--- src/rtl/fb_conditioner.sv ---
// Feedback input conditioner: synchronise and deglitch the raw pin, measure the
// rise-to-rise period, keep a 4-sample running average and flag loss of signal.
module fb_conditioner #(
   parameter int unsigned GLITCH_CYCLES = 4,
   parameter int unsigned PERIOD_W      = 20,
   parameter int unsigned NOSIG_CYCLES  = 2000
) (
   input  logic                clk_50,
   input  logic                rst,
   input  logic                fb_u,
   output logic                fb,
   output logic                fb_rise,
   output logic [PERIOD_W-1:0] period,
   output logic                period_stb,
   output logic [PERIOD_W-1:0] period_avg,
   output logic                avg_valid,
   output logic                nosig
);
   localparam int unsigned         SUM_W     = PERIOD_W + 2;
   localparam logic [7:0]          STAB_LAST = 8'(GLITCH_CYCLES - 1);
   localparam logic [PERIOD_W-1:0] PC_MAX    = '1;
   localparam logic [PERIOD_W-1:0] PC_ONE    = PERIOD_W'(1);
   localparam logic [31:0]         NS_MAX    = 32'(NOSIG_CYCLES);
   localparam logic [2:0]          FILL_FULL = 3'd4;

   logic                fb_s0_q, fb_s1_q;
   logic [7:0]          stab_q, stab_d;
   logic                fb_q, fb_d;
   logic                fb_rise_q, fb_rise_d;
   logic [PERIOD_W-1:0] pc_q, pc_d;
   logic [31:0]         ns_q, ns_d;
   logic                armed_q, armed_d;
   logic [PERIOD_W-1:0] period_q, period_d;
   logic                period_stb_q, period_stb_d;
   logic [2:0]          fill_q, fill_d;
   logic [SUM_W-1:0]    sum_q, sum_d;
   logic [PERIOD_W-1:0] hist_q [4];
   logic [PERIOD_W-1:0] hist_d [4];
   logic                nosig_hit;

   // NOTE: every variable gets a default at the top of the block so no path can leave it unassigned and infer a latch.
   always_comb begin
      fb_d         = fb_q;
      stab_d       = '0;
      armed_d      = armed_q;
      period_d     = period_q;
      period_stb_d = 1'b0;
      fill_d       = fill_q;
      sum_d        = sum_q;
      hist_d       = hist_q;

      if (fb_s1_q != fb_q) begin
         if (stab_q == STAB_LAST) fb_d = fb_s1_q;
         else                     stab_d = stab_q + 8'd1;
      end
      fb_rise_d = fb_d & ~fb_q;

      pc_d = fb_rise_q ? PC_ONE : ((pc_q == PC_MAX) ? pc_q : pc_q + PC_ONE);
      ns_d = (fb_d != fb_q) ? '0 : ((ns_q == NS_MAX) ? ns_q : ns_q + 32'd1);
      nosig_hit = (ns_d == NS_MAX) && (ns_q != NS_MAX);

      if (fb_rise_q) begin
         if (!armed_q) begin
            armed_d = 1'b1;
         end else if (pc_q != PC_MAX) begin
            period_d     = pc_q;
            period_stb_d = 1'b1;
            hist_d[0]    = pc_q;
            hist_d[1]    = hist_q[0];
            hist_d[2]    = hist_q[1];
            hist_d[3]    = hist_q[2];
            sum_d        = sum_q + SUM_W'(pc_q) - SUM_W'(hist_q[3]);
            fill_d       = (fill_q == FILL_FULL) ? fill_q : fill_q + 3'd1;
         end else begin
            // Overlong gap: the sample is meaningless, restart the average from scratch.
            hist_d = '{default: '0};
            sum_d  = '0;
            fill_d = '0;
         end
      end

      if (nosig_hit) begin
         armed_d = 1'b0;
         hist_d  = '{default: '0};
         sum_d   = '0;
         fill_d  = '0;
      end
   end

   // NOTE: sequential state uses non-blocking assignments so every flop samples pre-edge values.
   always_ff @(posedge clk_50) begin
      if (rst) begin
         fb_s0_q      <= 1'b0;
         fb_s1_q      <= 1'b0;
         stab_q       <= '0;
         fb_q         <= 1'b0;
         fb_rise_q    <= 1'b0;
         pc_q         <= '0;
         ns_q         <= '0;
         armed_q      <= 1'b0;
         period_q     <= '0;
         period_stb_q <= 1'b0;
         fill_q       <= '0;
         sum_q        <= '0;
         // NOTE: the four-entry history is reset because the running sum subtracts its oldest entry.
         hist_q       <= '{default: '0};
      end else begin
         fb_s0_q      <= fb_u;
         fb_s1_q      <= fb_s0_q;
         stab_q       <= stab_d;
         fb_q         <= fb_d;
         fb_rise_q    <= fb_rise_d;
         pc_q         <= pc_d;
         ns_q         <= ns_d;
         armed_q      <= armed_d;
         period_q     <= period_d;
         period_stb_q <= period_stb_d;
         fill_q       <= fill_d;
         sum_q        <= sum_d;
         hist_q       <= hist_d;
      end
   end

   assign fb         = fb_q;
   assign fb_rise    = fb_rise_q;
   assign period     = period_q;
   assign period_stb = period_stb_q;
   assign period_avg = sum_q[SUM_W-1:2];
   assign avg_valid  = (fill_q == FILL_FULL);
   assign nosig      = (ns_q == NS_MAX);

endmodule
--- config.mk ---
export PLATFORM = sky130hd
export DESIGN_NAME = fb_conditioner
export DESIGN_NICKNAME = d
export VERILOG_FILES = /design/src/rtl/fb_conditioner.sv
export SDC_FILE = /design/constraint.sdc
export NUM_CORES = 1
export LEC_CHECK = 0
export ABC_CLOCK_PERIOD_IN_PS = 3100
export CAP_MARGIN = 20
export CORE_MARGIN = 2
export CORE_UTILIZATION = 50
export CTS_CLUSTER_DIAMETER = 80
export DETAILED_ROUTE_END_ITERATION = 7
export GPL_TIMING_DRIVEN = 0
export PLACE_DENSITY = 0.75
export SETUP_SLACK_MARGIN = 0.2
export SLEW_MARGIN = 20
export SYNTH_ARGS = -nofsm -noshare
export SYNTH_HDL_FRONTEND = slang
export SYNTH_SLANG_ARGS = --single-unit
--- constraint.sdc ---
create_clock -name clk_50 -period 3.1 [get_ports clk_50]
set_clock_uncertainty 0.2 [all_clocks]
set_input_delay 0.775 -clock clk_50 [delete_from_list [all_inputs] [get_ports clk_50]]
set_output_delay 0.775 -clock clk_50 [all_outputs]
set_load 0.05 [all_outputs]
**After elaboration in Yosys (flattened, before gate mapping)**

Cells that the tools add are included.

- Bits in registers: 191
- Input bits: 3
- Output and inout bits: 45
- Logic and storage cells: 58

- $add $sub $neg: 6
- Eq/ne operators: 11
- Multiplexer cells: 11
- Bitwise operators: 5
- Reductions and logical operators: 8

Operators by type and width:

| operator | count |
|---|---|
| $mux W80 | 1 |
| $eq A32 B11 Y1 const B | 2 |
| $mux W32 | 2 |
| $add A32 B1 Y32 const B | 1 |
| $ne A32 B11 Y1 const B | 1 |
| $add A22 B20 Y22 | 1 |
| $mux W22 | 1 |
| $sub A22 B20 Y22 | 1 |
| $add A20 B1 Y20 const B | 1 |
| $eq A20 B20 Y1 const B | 1 |
| $ne A20 B20 Y1 const B | 1 |
| $add A8 B1 Y8 const B | 1 |
| $eq A8 B2 Y1 const B | 1 |
| $mux W3 | 2 |
| $reduce_and A3 Y1 | 2 |
| $reduce_or A3 Y1 | 2 |
| $mux W1 | 5 |
| $ne A2 B2 Y1 const B | 2 |
| $not A1 Y1 | 4 |
| $reduce_or A2 Y1 | 2 |
| $add A3 B1 Y3 const B | 1 |
| $eq A3 B3 Y1 const B | 1 |
| $ne A1 B1 Y1 | 2 |
| $reduce_and A2 Y1 | 1 |
| 2 further kinds | 2 |

**Depth between registers and ports, before layout**

- Depth after elaboration: 8
- Mapped depth: 15
- Mapped depth without buffers: 14

**Worst setup path before layout**

Ideal clock, no wire load.

- Path type: flip-flop to flip-flop
- Start: reg pc_q[1]
- End: reg sum_q[20]
- Library setup time: 0.070 ns
- Arrival time: 3.107 ns
- Path slack: -0.277 ns
- Cell stages (with the launch flop): 14
- Clock period less this slack: 3.377 ns
- Path through: dfxtp_1 > inv_1 > fa_1 > inv_1 > fa_1 > a21o_1 > a21oi_1 > o21ai_0 > a31oi_1 > o211ai_1 > a21boi_0 > mux2i_1 > o21ai_0 > a21oi_1

- Word-level cells in the longest chain between the ends: 3

RTL lines:

| item | line | text |
|---|---|---|
| start, declared | 30 | `logic [PERIOD_W-1:0] pc_q, pc_d;` |
| start signal, assigned | 113 | `pc_q <= pc_d;` |
| $add A22 B20 Y22 | 72 | `sum_d = sum_q + SUM_W'(pc_q) - SUM_W'(hist_q[3]);` |
| $sub A22 B20 Y22 | 72 |  |
| $mux W22 (*) | 65 | `end else if (pc_q != PC_MAX) begin` |
| end signal, assigned | 119 | `sum_q <= sum_d;` |
| end, declared | 36 | `logic [SUM_W-1:0] sum_q, sum_d;` |

Mark *: on every way between the ends. The rest lies on a longest branch, timed or not.
A chain may end at the register's enable or synchronous reset.

**Worst setup path in the final report**

- Start: reg stab_q[1]
- End: reg sum_q[16]

- Word-level cells in the longest chain between the ends: 8

RTL lines:

| item | line | text |
|---|---|---|
| start, declared | 27 | `logic [7:0] stab_q, stab_d;` |
| start signal, assigned | 110 | `stab_q <= stab_d;` |
| $eq A8 B2 Y1 | 53 | `if (stab_q == STAB_LAST) fb_d = fb_s1_q;` |
| $mux W1 | 53 |  |
| $mux W1 | 52 | `if (fb_s1_q != fb_q) begin` |
| via fb_d | 28 | `logic fb_q, fb_d;` |
| $ne A1 B1 Y1 | 59 | `ns_d = (fb_d != fb_q) ? '0 : ((ns_q == NS_MAX) ? ns_q : ns_q + 32'd1);` |
| $mux W32 | 59 |  |
| $eq A32 B11 Y1 | 60 | `nosig_hit = (ns_d == NS_MAX) && (ns_q != NS_MAX);` |
| $logic_and A1 B1 Y1 | 60 |  |
| $reduce_or A2 Y1 (no line) | - |  |

The timed path passes the listed nets, and every way through them passes these cells.

==> run summary <==
Outcome - finished, violations left
Failing checks - setup timing
N_diodes - 0
Top-area cell type share of the netlist area - 0.402
Setup TNS - -13920 ps
Num CTS Buffers - 17
DRC - 0
CTS H-tree lvls - 4
Fin cells - 1515
Die Span X - 142 um
Finish-stage setup viols - 106
DR iter-0 viols - 674
Worst slew margin - 0.485
Register area - 0.00386 mm^2
All-Layer GR Usage - 0.256
Multi-input logic area - 0.00536 mm^2
HPWL Detailed - 17400 um
Synth Instances - 1155
Top fanout value on the critical path - 6
Top cells by area, synth - dfxtp_1 (40%), nand2_1 (7.1%), a21oi_1 (5.1%)
Core footprint - 0.0187 mm^2
Slew @ Worst Pin - 773 ps
Filler cell count in the final layout - 1474
Worst-skew pair later-pin latency - 450 ps
Unrepaired setup endpoints after global routing - true
Share of layout cells above drive strength 1 - 0.228
FMAX - 303 MHz
CP Data Required Time - 3230 ps
Setup ws final - -197 ps
Setup crit start kind - flop
EDFF count, synth - 0
Die outline height - 142 um
Routed Wire Length - 25600 um
CP max stage delay - 360 ps
Total grt overflow - 0
Layout area overhead - 27.0%
Final min period - 3300 ps
Routability congestion estimate - 0.912
Critical Path Sink Type - flop
CTS tree - yes
Max IR drop VDD - 0.444 mV
Root buf cell - clkbuf_16
Crit share post-route - 1.06
#FFs+latches synth - 191
Async SR Flop Fraction - 0
Max-cap violations - 0
Routed len/inst - 16.9 um
Die Footprint - 0.0201 mm^2
Via-per-instance ratio - 5.57
Mapped Area - 0.00951 mm^2
Final slew viol count - 0
Vias in the first global route - 8053
CP arrival - 3430 ps
CTS Sinks - 191
Hold Vio Cnt, Final - 0
Nets - 1320
Starting Density - 0.508
Row cnt - 50
CTS Buffer Depth - 2
Post-synth net total - 1207
P_leak - 4.43 nW
Worst-path cell chain - ha_4 -> nor4b_4 -> nand2_2 -> mux2_4 -> ha_4 -> buf_6 -> a21oi_1 -> o21ai_1 -> a21oi_2 -> nand4_1 -> nor4_2 -> a21o_1 -> buf_6 -> buf_12 -> buf_12 -> clkbuf_16 -> nor2_2
Clk slew on worst S/H paths - 70 ps
Warnings, synthesis - 0
First-pass DRT Iterations - 5
Distinct cells, synth - 60
Worst Hold Class - reg -> reg
First-pass GRT wire length - 40600 um
CTS Hold Bufs - 0
Critical path type - reg -> reg
Antenna violations before repair - 0
Port bufs - 46
Final core utilization - 0.645
Placed cell count - 1435
Pwr Density - 433 mW/mm^2
Seq/Total Area, Yosys - 0.402
Ports - 48
Detailed-route via count - 8445
Main flop type after synthesis - dfxtp_1
Post-layout power - 5.22 mW
Worst path slowest cell - dfxtp_4
Final ANT Viol Nets - 0
Largest area contributor in the netlist - dfxtp_1
Largest net degree at the start of global routing - 18
Syn Area/Cell - 8.23 um^2
Place WS - -295 ps
==> report_power, final <==
group	internal, mW	switching, mW
sequential	2.46	0.00962
combinational	0.235	0.227
clock	1.28	1.01
total	3.97	1.25
==> through the flow <==
| step | cell area, um^2 | hold WS (ps) |
|---|---|---|
| floorplan | 9630 | 214 |
| global placement | 10400 | 216 |
| detailed placement | 10400 | 230 |
| CTS | 11700 | 247 |
| global route | 12100 | 269 |
| finish | 12100 | 244 |
==> layout make-up <==
| cell class | instances | area share |
|---|---|---|
| clock buffer | 17 | 0.0352 |
| timing repair buffer | 94 | 0.0853 |
| clock inverter | 15 | 0.0154 |
| sequential | 191 | 0.320 |
| buffer | 83 | 0.0465 |
| multi-input combinational | 788 | 0.444 |
| inverter | 93 | 0.0289 |
| tap | 234 | 0.0242 |
==> critical path: cells and delay by family, from the launching register on <==
kind / cells / cell delay [ps]
AND/OR/NAND/NOR: 5 / 780
buffers and inverters: 5 / 610
AO/OA/AOI/OAI: 4 / 550
flip-flops: 1 / 360
adder cells (fa/ha/maj): 2 / 360
multiplexers: 1 / 330
==> path summary, 6_finish.rpt <==
| check | from | end | slack, ps | depth (start not counted) |
|---|---|---|---|---|
| setup / recovery | stab_q[1] | sum_q[16] | -200 | 17 |
| hold / removal | fb_s0_q | fb_s1_q | 240 | 1 |
| setup reg to reg | stab_q[1] | sum_q[16] | -200 | 17 |
| hold reg to reg | fb_s0_q | fb_s1_q | 240 | 1 |
==> synth_stat cells, types with 5 or more instances <==
master and count:
xor2_1 28, nor2_1 99, fa_1 20, nor3_1 16, ha_1 29, nand2_1 181
o21ai_0 17, nand3_1 94, and3_1 14, nand2b_1 7, nor4_1 9, dfxtp_1 191
inv_1 93, a211oi_1 7, a21oi_2 30, a22oi_1 7, buf_2 16, buf_4 21
nand4_1 15, xnor2_1 39, a21o_1 9, nor2b_1 7, and4_1 5, clkbuf_1 38
a21oi_1 96, a31oi_1 8
==> cell usage in the layout, fill, tap and decap left out, drive strengths merged, types with 8 or more instances in the layout <==
cell type | Yosys | layout
and3 | 15 | 15
xnor2 | 39 | 39
nand4 | 17 | 17
clkbuf | 38 | 62
a21o | 9 | 9
ha | 29 | 29
buf | 45 | 86
nand2 | 183 | 183
o21ai | 18 | 18
xor2 | 28 | 28
dfxtp | 191 | 191
inv | 93 | 96
nor3 | 17 | 17
a31oi | 8 | 8
nor4 | 14 | 14
clkdlybuf4s50 | 0 | 44
nand3 | 94 | 94
nor2 | 99 | 99
fa | 20 | 20
a21oi | 126 | 126
==> cells by family (layout without fill, tap and decap cells) <==
| group | count (synthesis) | in the layout | synth area share |
|---|---|---|---|
| compound gates | 198 | 198 | 0.131 |
| xor+xnor | 67 | 67 | 0.0617 |
| fa+ha+maj | 49 | 49 | 0.0803 |
| buf+inv | 176 | 302 | 0.0882 |
| flops | 191 | 191 | 0.402 |
| mux | 4 | 4 | 0.00434 |
| simple gates | 470 | 470 | 0.232 |
==> registers in the layout, summed over array words and instances, names as in the netlist <==
| name | count |
|---|---|
| sum_q | 22 |
| period_stb | 1 |
| pc_q | 20 |
| fb_rise | 1 |
| period | 20 |
| fb | 1 |
| fill_q | 3 |
| armed_q | 1 |
| ns_q | 32 |
| stab_q | 8 |
| fb_s0_q | 1 |
| hist_q | 80 |
| fb_s1_q | 1 |
==> per-layer routing <==
layer	up-vias	wire, um	GRT usage
li1	4067	-	-
met1	3990	11000	0.332
met2	313	12200	0.421
met3	75	1480	0.0466
met4	0	922	0.111
met5	-	0	0
==> repair_timing <==
action / CTS / global route
cloned: 4 / 5
pin swaps: 26 / 25
buffers inserted: 31 / 8
setup endpoints to repair: 137 / 144
resized for setup: 91 / 67
(Power assumes the default switching activity.)
